<file path="src/rtl/notas_pkg.sv">
// Note constants shared by the tone generator and the tone detector.
// Holds the note frequencies, the index encoding and the detector FSM states.
package notas_pkg;

  localparam int NUM_NOTAS = 7;

  localparam int unsigned FREQ_DO  = 1046;
  localparam int unsigned FREQ_RE  = 1174;
  localparam int unsigned FREQ_MI  = 1318;
  localparam int unsigned FREQ_FA  = 1396;
  localparam int unsigned FREQ_SOL = 1567;
  localparam int unsigned FREQ_LA  = 1760;
  localparam int unsigned FREQ_SI  = 1975;

  typedef logic [2:0] nota_idx_t;

  localparam nota_idx_t NOTA_DO      = 3'd0;
  localparam nota_idx_t NOTA_RE      = 3'd1;
  localparam nota_idx_t NOTA_MI      = 3'd2;
  localparam nota_idx_t NOTA_FA      = 3'd3;
  localparam nota_idx_t NOTA_SOL     = 3'd4;
  localparam nota_idx_t NOTA_LA      = 3'd5;
  localparam nota_idx_t NOTA_SI      = 3'd6;
  localparam nota_idx_t NOTA_NINGUNA = 3'd7;

  typedef enum logic [1:0] {
    ESPERA,
    MIDE,
    ADQUIERE,
    FIJADO
  } estado_t;

  function automatic int unsigned nota_freq(input int idx);
    case (idx)
      0:       nota_freq = FREQ_DO;
      1:       nota_freq = FREQ_RE;
      2:       nota_freq = FREQ_MI;
      3:       nota_freq = FREQ_FA;
      4:       nota_freq = FREQ_SOL;
      5:       nota_freq = FREQ_LA;
      default: nota_freq = FREQ_SI;
    endcase
  endfunction

  // Index 7 (no note) maps to an all-zero vector rather than an out-of-range bit.
  function automatic logic [NUM_NOTAS-1:0] nota_onehot(input nota_idx_t idx);
    if (idx < nota_idx_t'(NUM_NOTAS))
      nota_onehot = NUM_NOTAS'(1) << idx;
    else
      nota_onehot = '0;
  endfunction

endpackage

</file>
<file path="src/rtl/detector_nota_sincronizador.sv">
// Brings the asynchronous tone into the clk domain and emits a one-cycle
// registered pulse on each of its rising edges.
module sincronizador_flanco (
  input  logic clk,
  input  logic reset,
  input  logic entrada,
  output logic flanco
);

  logic sync_1;
  logic sync_2;
  logic sync_3;

  always_ff @(posedge clk or negedge reset) begin
    if (!reset) begin
      sync_1 <= 1'b0;
      sync_2 <= 1'b0;
      sync_3 <= 1'b0;
      flanco <= 1'b0;
    end else begin
      sync_1 <= entrada;
      sync_2 <= sync_1;
      sync_3 <= sync_2;
      flanco <= sync_2 & ~sync_3;
    end
  end

endmodule

</file>
<file path="src/rtl/detector_nota.sv">
// Decodes a square-wave tone back into the one-hot key vector by timing the
// period between rising edges and locking after several agreeing periods.
module detector_nota
  import notas_pkg::*;
#(
  parameter int unsigned CLK_HZ      = 50_000_000,
  parameter int unsigned CNT_W       = 17,
  parameter int unsigned MATCH_COUNT = 3,
  parameter int unsigned PERIOD_MAX  = 100000,
  parameter int unsigned TOL_SHIFT   = 6
) (
  input  logic                 clk,
  input  logic                 reset,
  input  logic                 tono_in,
  output logic [NUM_NOTAS-1:0] notas,
  output logic                 nota_valida,
  output logic [CNT_W-1:0]     periodo
);

  localparam int MW = $clog2(MATCH_COUNT + 1);
  localparam logic [MW-1:0]    MATCH_FIN = MW'(MATCH_COUNT);
  localparam logic [CNT_W-1:0] CNT_MAX   = CNT_W'(PERIOD_MAX);

  logic                 flanco;
  logic [CNT_W-1:0]     cnt;
  logic [31:0]          cnt_ext;
  logic [NUM_NOTAS-1:0] en_ventana;
  nota_idx_t            clase;
  nota_idx_t            candidato;
  logic [MW-1:0]        cnt_match;
  logic [MW-1:0]        nuevo_match;
  logic                 armado;
  estado_t              estado;

  sincronizador_flanco u_sincronizador (
    .clk     (clk),
    .reset   (reset),
    .entrada (tono_in),
    .flanco  (flanco)
  );

  assign cnt_ext = 32'(cnt);

  // The counter holds the elapsed cycles since the previous edge, so on a
  // flanco cycle it already equals the period that just ended.
  for (genvar i = 0; i < NUM_NOTAS; i++) begin : g_ventana
    localparam int unsigned ESPERADO = CLK_HZ / nota_freq(i);
    localparam int unsigned MARGEN   = ESPERADO >> TOL_SHIFT;
    assign en_ventana[i] = (cnt_ext >= 32'(ESPERADO - MARGEN)) &&
                           (cnt_ext <= 32'(ESPERADO + MARGEN));
  end

  always_comb begin
    clase = NOTA_NINGUNA;
    for (int i = NUM_NOTAS - 1; i >= 0; i--) begin
      if (en_ventana[i]) clase = nota_idx_t'(i);
    end
  end

  always_comb begin
    nuevo_match = MW'(1);
    if (clase == candidato) nuevo_match = cnt_match + 1'b1;
  end

  assign nota_valida = |notas;

  // A flanco takes priority over a timeout landing in the same cycle.
  always_ff @(posedge clk or negedge reset) begin
    if (!reset) begin
      estado    <= ESPERA;
      armado    <= 1'b0;
      cnt       <= '0;
      candidato <= NOTA_NINGUNA;
      cnt_match <= '0;
      notas     <= '0;
      periodo   <= '0;
    end else if (flanco) begin
      cnt <= CNT_W'(1);
      if (armado) periodo <= cnt;
      unique case (estado)
        ESPERA: begin
          armado <= 1'b1;
          estado <= MIDE;
        end
        MIDE, ADQUIERE: begin
          if (clase == NOTA_NINGUNA) begin
            estado    <= MIDE;
            cnt_match <= '0;
          end else begin
            candidato <= clase;
            cnt_match <= nuevo_match;
            if (nuevo_match == MATCH_FIN) begin
              estado <= FIJADO;
              notas  <= nota_onehot(clase);
            end else begin
              estado <= ADQUIERE;
            end
          end
        end
        FIJADO: begin
          if (clase == NOTA_NINGUNA) begin
            notas     <= '0;
            cnt_match <= '0;
            estado    <= MIDE;
          end else if (clase != candidato) begin
            notas     <= '0;
            candidato <= clase;
            cnt_match <= MW'(1);
            estado    <= ADQUIERE;
          end
        end
        default: estado <= ESPERA;
      endcase
    end else if (cnt == CNT_MAX) begin
      notas     <= '0;
      cnt_match <= '0;
      armado    <= 1'b0;
      estado    <= ESPERA;
    end else begin
      cnt <= cnt + 1'b1;
    end
  end

endmodule

</file>
<file path="config.mk">
export PLATFORM = sky130hd
export DESIGN_NAME = detector_nota
export DESIGN_NICKNAME = d
export VERILOG_FILES = /design/src/rtl/notas_pkg.sv /design/src/rtl/detector_nota_sincronizador.sv /design/src/rtl/detector_nota.sv
export SDC_FILE = /design/constraint.sdc
export NUM_CORES = 1
export LEC_CHECK = 0
export ABC_AREA = 1
export CAP_MARGIN = 20
export CORE_MARGIN = 2
export CORE_UTILIZATION = 59
export DETAILED_ROUTE_END_ITERATION = 10
export GPL_TIMING_DRIVEN = 0
export PLACE_DENSITY = 0.85
export SYNTH_ARGS = -nofsm -noshare
export SYNTH_HDL_FRONTEND = slang
export SYNTH_SLANG_ARGS = --single-unit
</file>
<file path="constraint.sdc">
create_clock -name clk -period 2.5 [get_ports clk]
set_input_delay 0.5 -clock clk [delete_from_list [all_inputs] [get_ports clk]]
set_output_delay 0.5 -clock clk [all_outputs]
set_load 0.1 [all_outputs]
</file>
==> results of run 1 <==
## through the flow
stage	hold slack [ns]	setup TNS [ns]	setup slack, ns	total power, mW	util [%]
6_report	0.145	0	0.0237	2.37	78.1
5_1_grt	0.176	-1.34	-0.168	2.45	78.1
4_1_cts	0.151	0	0.0000251	2.19	68.5
3_5_place_dp	0.366	-0.570	-0.0892	1.57	66.4
3_3_place_gp	0.346	-28.57	-0.567	1.56	66.1
2_1_floorplan	0.204	0	0.249	1.40	-
## where the power goes
| group | total, mW | leakage, nW | internal, mW | switching (mW) |
|---|---|---|---|---|
| logic | 0.758 | 1.56 | 0.230 | 0.528 |
| clock network | 0.616 | 0.0585 | 0.327 | 0.289 |
| registers | 1.00 | 0.692 | 0.918 | 0.0819 |
| total | 2.37 | 2.31 | 1.48 | 0.899 |
## kinds of logic (layout without fill, tap and decap cells)
logic type,count (synthesis),in the layout,synth area share (%)
and+or+nand+nor,356,356,43.6
buffers and inverters,81,154,9.18
AOI/OAI and AO/OA,63,63,9.41
DFF,53,53,35.4
adders and majority gates,6,6,2.00
xor gates and xnor gates,2,2,0.466
## metal layers
layer	track usage (%)	routed length (um)	vias up
met2	51.1	5560	224
li1	-	-	1931
met4	9.53	328	0
met3	5.64	1120	34
met5	0	0	-
met1	46.0	4990	1919
## flip-flops by register name, summed over array words and instances (netlist names)
| signal | flops |
|---|---|
| cnt | 17 |
| periodo | 17 |
| notas | 7 |
| candidato | 3 |
| cnt_match | 2 |
| estado | 2 |
| armado | 1 |
| u_sincronizador.flanco | 1 |
| u_sincronizador.sync_1 | 1 |
| u_sincronizador.sync_2 | 1 |
| u_sincronizador.sync_3 | 1 |
## final timing paths
| kind | depth (start not counted) | to |
|---|---|---|
| hold / removal | 1 | notas[5] |
| min in group clk | 0 | u_sincronizador.sync_3 |
| max in group asynchronous | 2 | cnt[6] |
| setup reg to reg | 19 | notas[4] |
| hold reg to reg | 0 | u_sincronizador.sync_3 |
| setup / recovery | 19 | notas[4] |
## cell type report
cell class                 count  area, sq um  area share, %
multi-input combinational    427         2330           47.9
clock buffer                   7         86.3           1.77
sequential                    53         1340           27.5
buffer                        17          135           2.77
timing repair buffer          64          571           11.7
tap                           77         96.3           1.98
timing repair inverter         1         5.00          0.103
clock inverter                 1         30.0          0.616
inverter                      64          275           5.65
## layout by cell type (no fill, tap or decap), types with 14 or more instances in the layout
master / n
nor2_1: 56
clkdlybuf4s50_1: 25
a21oi_1: 15
nand2_2: 29
nor2_2: 19
o21ai_0: 35
dfrtp_1: 42
nor2_4: 14
buf_4: 35
inv_1: 40
nand2_1: 149
nand3_1: 37
## what timing repair did
item | in CTS | in global routing
gates resized for setup | 5 | 102
buffers inserted | 1 | 35
gates cloned | 0 | 1
pin swaps | 0 | 30
endpoints found under the setup margin | 13 | 15
hold buffers | 0 | 0
## critical path: stages (launching register included)
cell,delay [ns]
dfrtp_1,0.38
buf_6,0.14
clkinvlp_4,0.15
ha_2,0.21
nand3_2,0.09
nor2_1,0.05
nand3_1,0.07
nand2_1,0.05
inv_1,0.05
nand2_1,0.06
nand2_2,0.10
nand3_2,0.09
nor2_4,0.15
nand2_2,0.08
nand2_4,0.08
nand4_4,0.10
o21bai_4,0.31
nand2_8,0.10
nand2_2,0.08
nand2_2,0.05
==> summary.txt, run 1 <==
Status
  – Status: finished, final reports clean

STA
  – Number of hold violations in the final report: 0
  – Total count of max-transition violations in the final report: 0
  – Final setup violation count: 0
  – Final worst-path cycle share: 99.1%
  – Actual slew at the worst max-slew pin: 0.977 ns
  – RSZ-0062 raised after global routing: yes
  – Headroom to the max-slew limit: 34.7%
  – Final period demand of the worst path: 2.48 ns
  – Setup Skew: 0.00646 ns
  – Maximum clock frequency: 0.404 GHz

Clock tree
  – Cell chosen for the clock root: clkbuf_8
  – Clock slew seen by the registers of the worst setup and hold paths: 0.10 ns
  – Clock latency reported for the late side of the worst-skew pair: 0.31 ns
  – CTS tree: yes
  – Number of sinks driven by the clock tree: 53
  – CTS H-tree lvls: 2
  – Clock Path Buffers: 2
  – Cts bufs inserted: 5

Placement
  – Gp weighted congestion: 0.965
  – Placed wire-length estimate after detailed placement: 8620 um
  – Port buffer count: 27
  – Total cell area at the placement stage: 0.00414 sq mm
  – DP Cell Count: 666

Routing
  – Initial DRT Pass Iterations: 5
  – DRT iter0 DRCs: 444
  – Drt total wl: 12000 um
  – DRC violations left: 0
  – Number of vias per cell after detailed routing: 5.78
  – Remaining antenna violation count after routing: 0
  – Vias after detailed routing: 4108
  – Wire per inst: 16.9 um

Worst setup path
  – Beginning of the worst register-to-register path: cnt[1]
  – Start-to-end type of the worst setup path: reg -> reg
  – Crit. Startpoint: cnt[1]
  – Crit path launch type: flip-flop
  – Critical Path Fanout Max: 8
  – Critical path arrival: 2.68 ns
  – Sort of element at the end of the critical path: flip-flop
  – Critical Path RT: 2.70 ns
  – Worst R2R Setup Slack: 0.02 ns

Yosys
  – Synthesized area per cell: 6.70 sq um
  – Commonest register cell after synthesis: dfrtp_1
  – Leading cell type by number of instances after synthesis: nand2_1
  – Total standard cell area after synthesis: 0.00376 sq mm
  – Post-Synthesis Net Count: 570
  – Number of synthesized register bits: 53
  – Number of flops mapped to enable cells by yosys: 0
  – Count of distinct cell types in the synthesized netlist: 37
  – Sequential share of the synthesized area: 35.4%
  – Cell count after synthesis: 561
  – Share of the synthesized area in the top cell type: 33.3%
  – Share of flip-flops with an asynchronous set or reset after synthesis: 100%
  – Top cell type by total area after synthesis: dfrtp_1
  – Total of warnings raised by yosys: 0
  – Main area contributors after synthesis: dfrtp_1 (33%), nand2_1 (17%), nor2_1 (7.4%)
  – Most frequent cells after synthesis: nand2_1 (168), nor2_1 (74), dfrtp_1 (50), inv_1 (49), nand3_1 (41)

Die
  – Row cnt: 29
  – Chip Height: 83.8 um
  – Die width: 83.8 um
  – Count of boundary I/O pins: 28
  – Initial standard-cell utilization of the core: 60.3%
  – Core Footprint: 0.00624 sq mm
  – Total Die Area: 0.00703 sq mm

GRT
  – Global routing usage summed across all routing layers: 32.4%
  – Global-route wire length before repair: 18100 um
  – Vias in the first global route: 3643
  – Remaining global-route overflow: 0
  – Number of antenna violations at the first check in global routing: 0
  – Largest net degree at the start of global routing: 35

Pwr
  – Static Leak: 2.31 nW
  – Maximum VDD drop: 937 uV
  – Power density cells: 487 mW/mm^2

Cells and area
  – Layout overhead on the synthesized area: 29.6%
  – Final standard cell area without fillers: 0.00487 sq mm
  – Number of inserted filler cells in the final layout: 472
  – Non-filler cells in the finished layout: 711
  – Final net count: 642
  – Layout cells sized above 1: 29.0%
  – Antenna cell count: 0

Run
  – Max-cap check violation count: 0

Hold path
  – Class of the tightest hold or removal check: in -> async
Power figures use the tool's default switching activity.
==> run 2: changes to the inputs <==
--- a/config.mk
+++ b/config.mk
@@ -7,7 +7,6 @@
 export LEC_CHECK = 0
 export ABC_AREA = 1
 export CAP_MARGIN = 20
-export CORE_MARGIN = 2
 export CORE_UTILIZATION = 59
 export DETAILED_ROUTE_END_ITERATION = 10
 export GPL_TIMING_DRIVEN = 0
==> run 2 against run 1 <==
Effect of this change:
- the flow now finishes with violations (setup timing)
- worst setup slack got worse by 0.075 ns
- critical path type unchanged
- clock skew hardly changed
- non-clock buffer count is 4 lower
- via count is 4.9% higher
- first-iteration DRC count rose by 60%
- die area is 4.7% lower
- highest routed layer unchanged
- fmax decreased by 2.9%
- largest power group unchanged
- register-to-register slack lost 0.08 ns
- final area decreased by 0.95%
==> summary.txt, run 2 (synthesis gave the netlist of run 1 again) <==
STA
  – Final setup violation count: 8
  – Final worst-path cycle share: 102%
  – Headroom to the max-slew limit: 30.8%
  – Final period demand of the worst path: 2.55 ns
  – RSZ-0062 raised after global routing: yes
  – Total count of max-transition violations in the final report: 0
  – Setup Skew: 0.00609 ns
  – Maximum clock frequency: 0.392 GHz
  – Aggregate negative setup slack: -0.327 ns
  – Number of hold violations in the final report: 0
  – Final setup margin: -0.0513 ns
  – Actual slew at the worst max-slew pin: 1.03 ns

Die
  – Row cnt: 28
  – Chip Height: 81.8 um
  – Initial standard-cell utilization of the core: 62.4%
  – Total Die Area: 0.00670 sq mm
  – Die width: 81.8 um
  – Count of boundary I/O pins: 28
  – Core Footprint: 0.00603 sq mm

Placement
  – Gp weighted congestion: 1.04
  – Placed wire-length estimate after detailed placement: 8760 um
  – Post-Place Worst Slack: -0.0523 ns
  – Port buffer count: 27

Pwr
  – Maximum VDD drop: 754 uV
  – Power density cells: 493 mW/mm^2
  – Static Leak: 2.27 nW

Clock tree
  – Cts bufs inserted: 5
  – CTS H-tree lvls: 2
  – Cell chosen for the clock root: clkbuf_8
  – Clock slew seen by the registers of the worst setup and hold paths: 0.10 ns
  – CTS tree: yes
  – Number of sinks driven by the clock tree: 53
  – Clock Path Buffers: 2
  – Clock latency reported for the late side of the worst-skew pair: 0.31 ns

Worst setup path
  – Critical Path Most Common Cell: nand2_1
  – End point of the critical path: notas[2]
  – Critical Path Slowest Stage Cell: dfrtp_2
  – Start-to-end type of the worst setup path: reg -> reg
  – Critical path arrival: 2.80 ns
  – Crit. Startpoint: cnt[0]
  – Critical Path RT: 2.75 ns
  – Critical Path Fanout Max: 7
  – Worst R2R Setup Slack: -0.05 ns
  – Delay of the slowest cell on the worst path: 0.46 ns
  – Worst reg-to-reg path cell count: 19
  – Crit path launch type: flip-flop
  – Sort of element at the end of the critical path: flip-flop
  – Cells along the critical path: buf_6 -> nand4_1 -> nand2_1 -> nand2_1 -> nand2_1 -> nand2_1 -> nand2_1 -> nand2_2 -> nand2_4 -> nor2_4 -> nand2_1 -> nand2_2 -> nor2_2 -> nand4_1 -> nand2_2 -> clkinv_4 -> nand2_4 -> nand2_1 -> nand2_1
  – Destination of the worst register-to-register timing path: notas[2]
  – Beginning of the worst register-to-register path: cnt[0]

GRT
  – Vias in the first global route: 3574
  – Remaining global-route overflow: 0
  – Number of antenna violations at the first check in global routing: 0
  – Largest net degree at the start of global routing: 38
  – Global routing usage summed across all routing layers: 36.2%
  – Global-route wire length before repair: 17800 um

Run
  – Max-cap check violation count: 0

Routing
  – DRT iter0 DRCs: 711
  – Remaining antenna violation count after routing: 0
  – Initial DRT Pass Iterations: 6
  – Number of vias per cell after detailed routing: 6.11
  – Drt total wl: 13000 um
  – Vias after detailed routing: 4310
  – Wire per inst: 18.4 um
  – DRC violations left: 0

Cells and area
  – Final net count: 638
  – Largest regs: cnt (17), periodo (17), notas (7)
  – Antenna cell count: 0
  – Number of inserted filler cells in the final layout: 386
  – Layout cells sized above 1: 27.1%
  – Layout overhead on the synthesized area: 28.3%
  – Leading cell types in the layout, fill and taps excluded: nand2_1 (153), nor2_1 (58), inv_1 (42)
  – Leading cell type in the layout, fill and taps excluded: nand2_1

Status
  – Failing checks: setup timing
  – Status: finished, violations left

Hold path
  – Class of the tightest hold or removal check: in -> async
[run 2: worst min-delay path by stage]
stage,startpoint,to,slack (ns),cells after the start
global route,reset,periodo[7],0.14,1
detailed placement,u_sincronizador.sync_1,u_sincronizador.sync_2,0.34,0
floorplan,reset,armado,0.20,0
global placement,u_sincronizador.sync_1,u_sincronizador.sync_2,0.35,0
finish,reset,periodo[7],0.12,1
CTS,reset,periodo[7],0.12,1
[run 2: final cells by class]
cell class	instances	area, sq um	area share (%)
inverters	64	278	5.75
well taps	75	93.8	1.94
plain buffers	17	128	2.64
clock buffers	6	72.6	1.50
clock inverters	2	38.8	0.804
flip-flops and latches	53	1340	27.8
repair buffers	60	553	11.5
repair inverters	1	6.26	0.130
multi-input cells	427	2320	48.0
[run 2: worst max-delay path, delay by kind of cell, from the launching register on]
kind                   cells  cell delay [ns]
and+or+nand+nor           17             1.80
DFF                        1             0.46
buffers and inverters      2             0.24
[run 2: report_power, final]
group          internal, mW  leakage, nW  switching, mW  total [mW]
clock                 0.301       0.0554          0.296       0.597
sequential            0.920        0.691         0.0975        1.02
combinational         0.224         1.52          0.543       0.767
[run 2: routing by layer]
layer	wire, um	track usage, %	vias up
met2	6020	55.9	316
met4	345	11.1	0
met1	5240	49.8	2019
li1	-	-	1926
met5	0	0	-
met3	1390	8.67	49
[run 2: stage by stage]
step                      total power, mW  utilization, %  std cells  hold slack [ns]  area (sq um)
after floorplan                      1.40               -        561            0.204          3760
after global placement               1.57            68.5        663            0.349          4130
after detailed placement             1.59            68.7        664            0.338          4140
after CTS                            2.18            70.7        672            0.117          4260
after global routing                 2.44            80.1        705            0.138          4830
final                                2.38            80.1        705            0.117          4830
[run 2: what timing repair did]
| action | 4_1_cts | 5_1_grt |
|---|---|---|
| setup endpoints to repair | 13 | 15 |
| pin swaps | 0 | 34 |
| setup buffers | 0 | 32 |
| hold buffers | 0 | 0 |
| gates resized for setup | 7 | 95 |
| cloned | 0 | 1 |
==> run 3: changes to the inputs <==
--- a/config.mk
+++ b/config.mk
@@ -11,6 +11,7 @@
 export DETAILED_ROUTE_END_ITERATION = 10
 export GPL_TIMING_DRIVEN = 0
 export PLACE_DENSITY = 0.85
+export SETUP_SLACK_MARGIN = 0.05
 export SYNTH_ARGS = -nofsm -noshare
 export SYNTH_HDL_FRONTEND = slang
 export SYNTH_SLANG_ARGS = --single-unit
==> run 3 against run 2 <==
Effect of this change:
- the flow still finishes with violations (setup timing)
- power shrank 1.4%
- combinational power shrank 4.2%
- fmax shrank 2.5%
- worst setup slack lost 0.065 ns
- critical endpoint is now notas[3]
- largest cell class unchanged
==> summary.txt, run 3 (synthesis gave the netlist of run 1 again) <==
Die
  – Initial standard-cell utilization of the core: 62.4%
  – Count of boundary I/O pins: 28
  – Die width: 81.8 um
  – Total Die Area: 0.00670 sq mm
  – Chip Height: 81.8 um
  – Row cnt: 28
  – Core Footprint: 0.00603 sq mm

Placement
  – Placed wire-length estimate after detailed placement: 8760 um
  – Port buffer count: 27
  – Total cell area at the placement stage: 0.00414 sq mm
  – Post-Place Worst Slack: -0.0523 ns
  – Gp weighted congestion: 1.04

Worst setup path
  – Worst reg-to-reg path cell count: 17
  – Worst R2R Setup Slack: -0.12 ns
  – Start-to-end type of the worst setup path: reg -> reg
  – End point of the critical path: notas[3]
  – Critical Path RT: 2.71 ns
  – Destination of the worst register-to-register timing path: notas[3]
  – Critical Path Fanout Max: 8
  – Critical path arrival: 2.82 ns
  – Crit path launch type: flip-flop
  – Crit. Startpoint: cnt[9]
  – Beginning of the worst register-to-register path: cnt[9]
  – Sort of element at the end of the critical path: flip-flop

STA
  – Headroom to the max-slew limit: 31.8%
  – Setup Skew: 0.00819 ns
  – Total count of max-transition violations in the final report: 0
  – Maximum clock frequency: 0.382 GHz
  – RSZ-0062 raised after global routing: yes
  – Final period demand of the worst path: 2.62 ns
  – Final setup margin: -0.116 ns
  – Number of hold violations in the final report: 0
  – Final worst-path cycle share: 105%
  – Actual slew at the worst max-slew pin: 1.02 ns
  – Final setup violation count: 9

Cells and area
  – Largest regs: cnt (17), periodo (17), notas (7)
  – Antenna cell count: 0
  – Layout cells sized above 1: 26.9%
  – Layout overhead on the synthesized area: 28.3%
  – Leading cell type in the layout, fill and taps excluded: nand2_1
  – Final standard cell area without fillers: 0.00482 sq mm
  – Final net count: 643
  – Final Util: 80.1%
  – Leading cell types in the layout, fill and taps excluded: nand2_1 (156), nor2_1 (59), inv_1 (44)

GRT
  – Global routing usage summed across all routing layers: 37.7%
  – Number of antenna violations at the first check in global routing: 0
  – Vias in the first global route: 3763
  – Global-route wire length before repair: 18600 um
  – Remaining global-route overflow: 0
  – Largest net degree at the start of global routing: 38

Run
  – Max-cap check violation count: 0

Routing
  – DRC violations left: 0
  – Vias after detailed routing: 4396
  – Remaining antenna violation count after routing: 0
  – Drt total wl: 13100 um
  – Number of vias per cell after detailed routing: 6.19
  – Initial DRT Pass Iterations: 6
  – DRT iter0 DRCs: 680
  – Wire per inst: 18.4 um

Clock tree
  – CTS H-tree lvls: 2
  – Cts bufs inserted: 5
  – Hold bufs inserted after CTS: 0
  – Clock Path Buffers: 2
  – Cell chosen for the clock root: clkbuf_8
  – Number of sinks driven by the clock tree: 53
  – Clock latency reported for the late side of the worst-skew pair: 0.31 ns
  – Clock slew seen by the registers of the worst setup and hold paths: 0.10 ns
  – CTS tree: yes

Status
  – Status: finished, violations left
  – Failing checks: setup timing

Pwr
  – Static Leak: 2.29 nW
  – Power density cells: 486 mW/mm^2
  – Maximum VDD drop: 758 uV

Hold path
  – Class of the tightest hold or removal check: in -> async
-- run 3: through the flow --
| step | cells | power (mW) | TNS, ns | hold slack [ns] |
|---|---|---|---|---|
| 3_5_place_dp | 664 | 1.59 | -0.317 | 0.338 |
| 2_1_floorplan | 561 | 1.40 | 0 | 0.204 |
| 5_1_grt | 710 | 2.40 | -1.58 | 0.138 |
| 4_1_cts | 686 | 2.22 | 0 | 0.117 |
| 3_3_place_gp | 663 | 1.57 | -26.05 | 0.349 |
| 6_report | 710 | 2.35 | -0.768 | 0.106 |
-- run 3: worst min path at each step --
stage,end,slack [ns],cells after the start
after floorplan,armado,0.20,0
after global placement,u_sincronizador.sync_2,0.35,0
after detailed placement,u_sincronizador.sync_2,0.34,0
after CTS,periodo[7],0.12,1
after global routing,periodo[6],0.14,1
final,cnt[1],0.11,1
-- run 3: area by class of cell --
class | count | area, sq um
multi-input cells | 427 | 2290
flip-flops and latches | 53 | 1340
fillers | 393 | 1200
repair buffers | 65 | 583
inverters | 64 | 270
plain buffers | 17 | 131
well taps | 75 | 93.8
clock buffers | 6 | 72.6
clock inverters | 2 | 38.8
repair inverters | 1 | 7.51
-- run 3: worst max-delay path: stages, from the launching register on --
cell	delay [ns]
dfrtp_1	0.43
buf_6	0.16
nor2_4	0.18
nand2_2	0.10
nor2_1	0.12
nand2_1	0.11
nand2_2	0.11
nand3_2	0.08
nand2_2	0.11
nand2_4	0.07
nor2_4	0.16
nand2_1	0.07
nand2_1	0.11
nand4_4	0.13
o21bai_4	0.28
nand2_4	0.11
nand2_1	0.09
nand2_1	0.07
-- run 3: repair_timing --
action | CTS | global route
setup endpoints to repair | 13 | 15
hold endpoints to repair | 0 | 0
pin swaps | 3 | 26
gates resized for setup | 35 | 56
buffers inserted | 13 | 23
gates cloned | 1 | 1
-- run 3: routing by layer --
| layer | global-route usage [%] | vias up | share of wire [%] | wire length [um] |
|---|---|---|---|---|
| li1 | - | 1934 | - | - |
| met1 | 52.4 | 2012 | 38 | 4910 |
| met2 | 58.0 | 364 | 45 | 5860 |
| met3 | 7.33 | 86 | 12 | 1600 |
| met4 | 13.3 | 0 | 5.3 | 693 |
| met5 | 0 | - | 0 | 0 |
-- run 3: power breakdown --
| group | internal [mW] | switching, mW | leakage [nW] |
|---|---|---|---|
| sequential | 0.920 | 0.0913 | 0.691 |
| combinational | 0.208 | 0.527 | 1.55 |
| clock | 0.301 | 0.300 | 0.0554 |
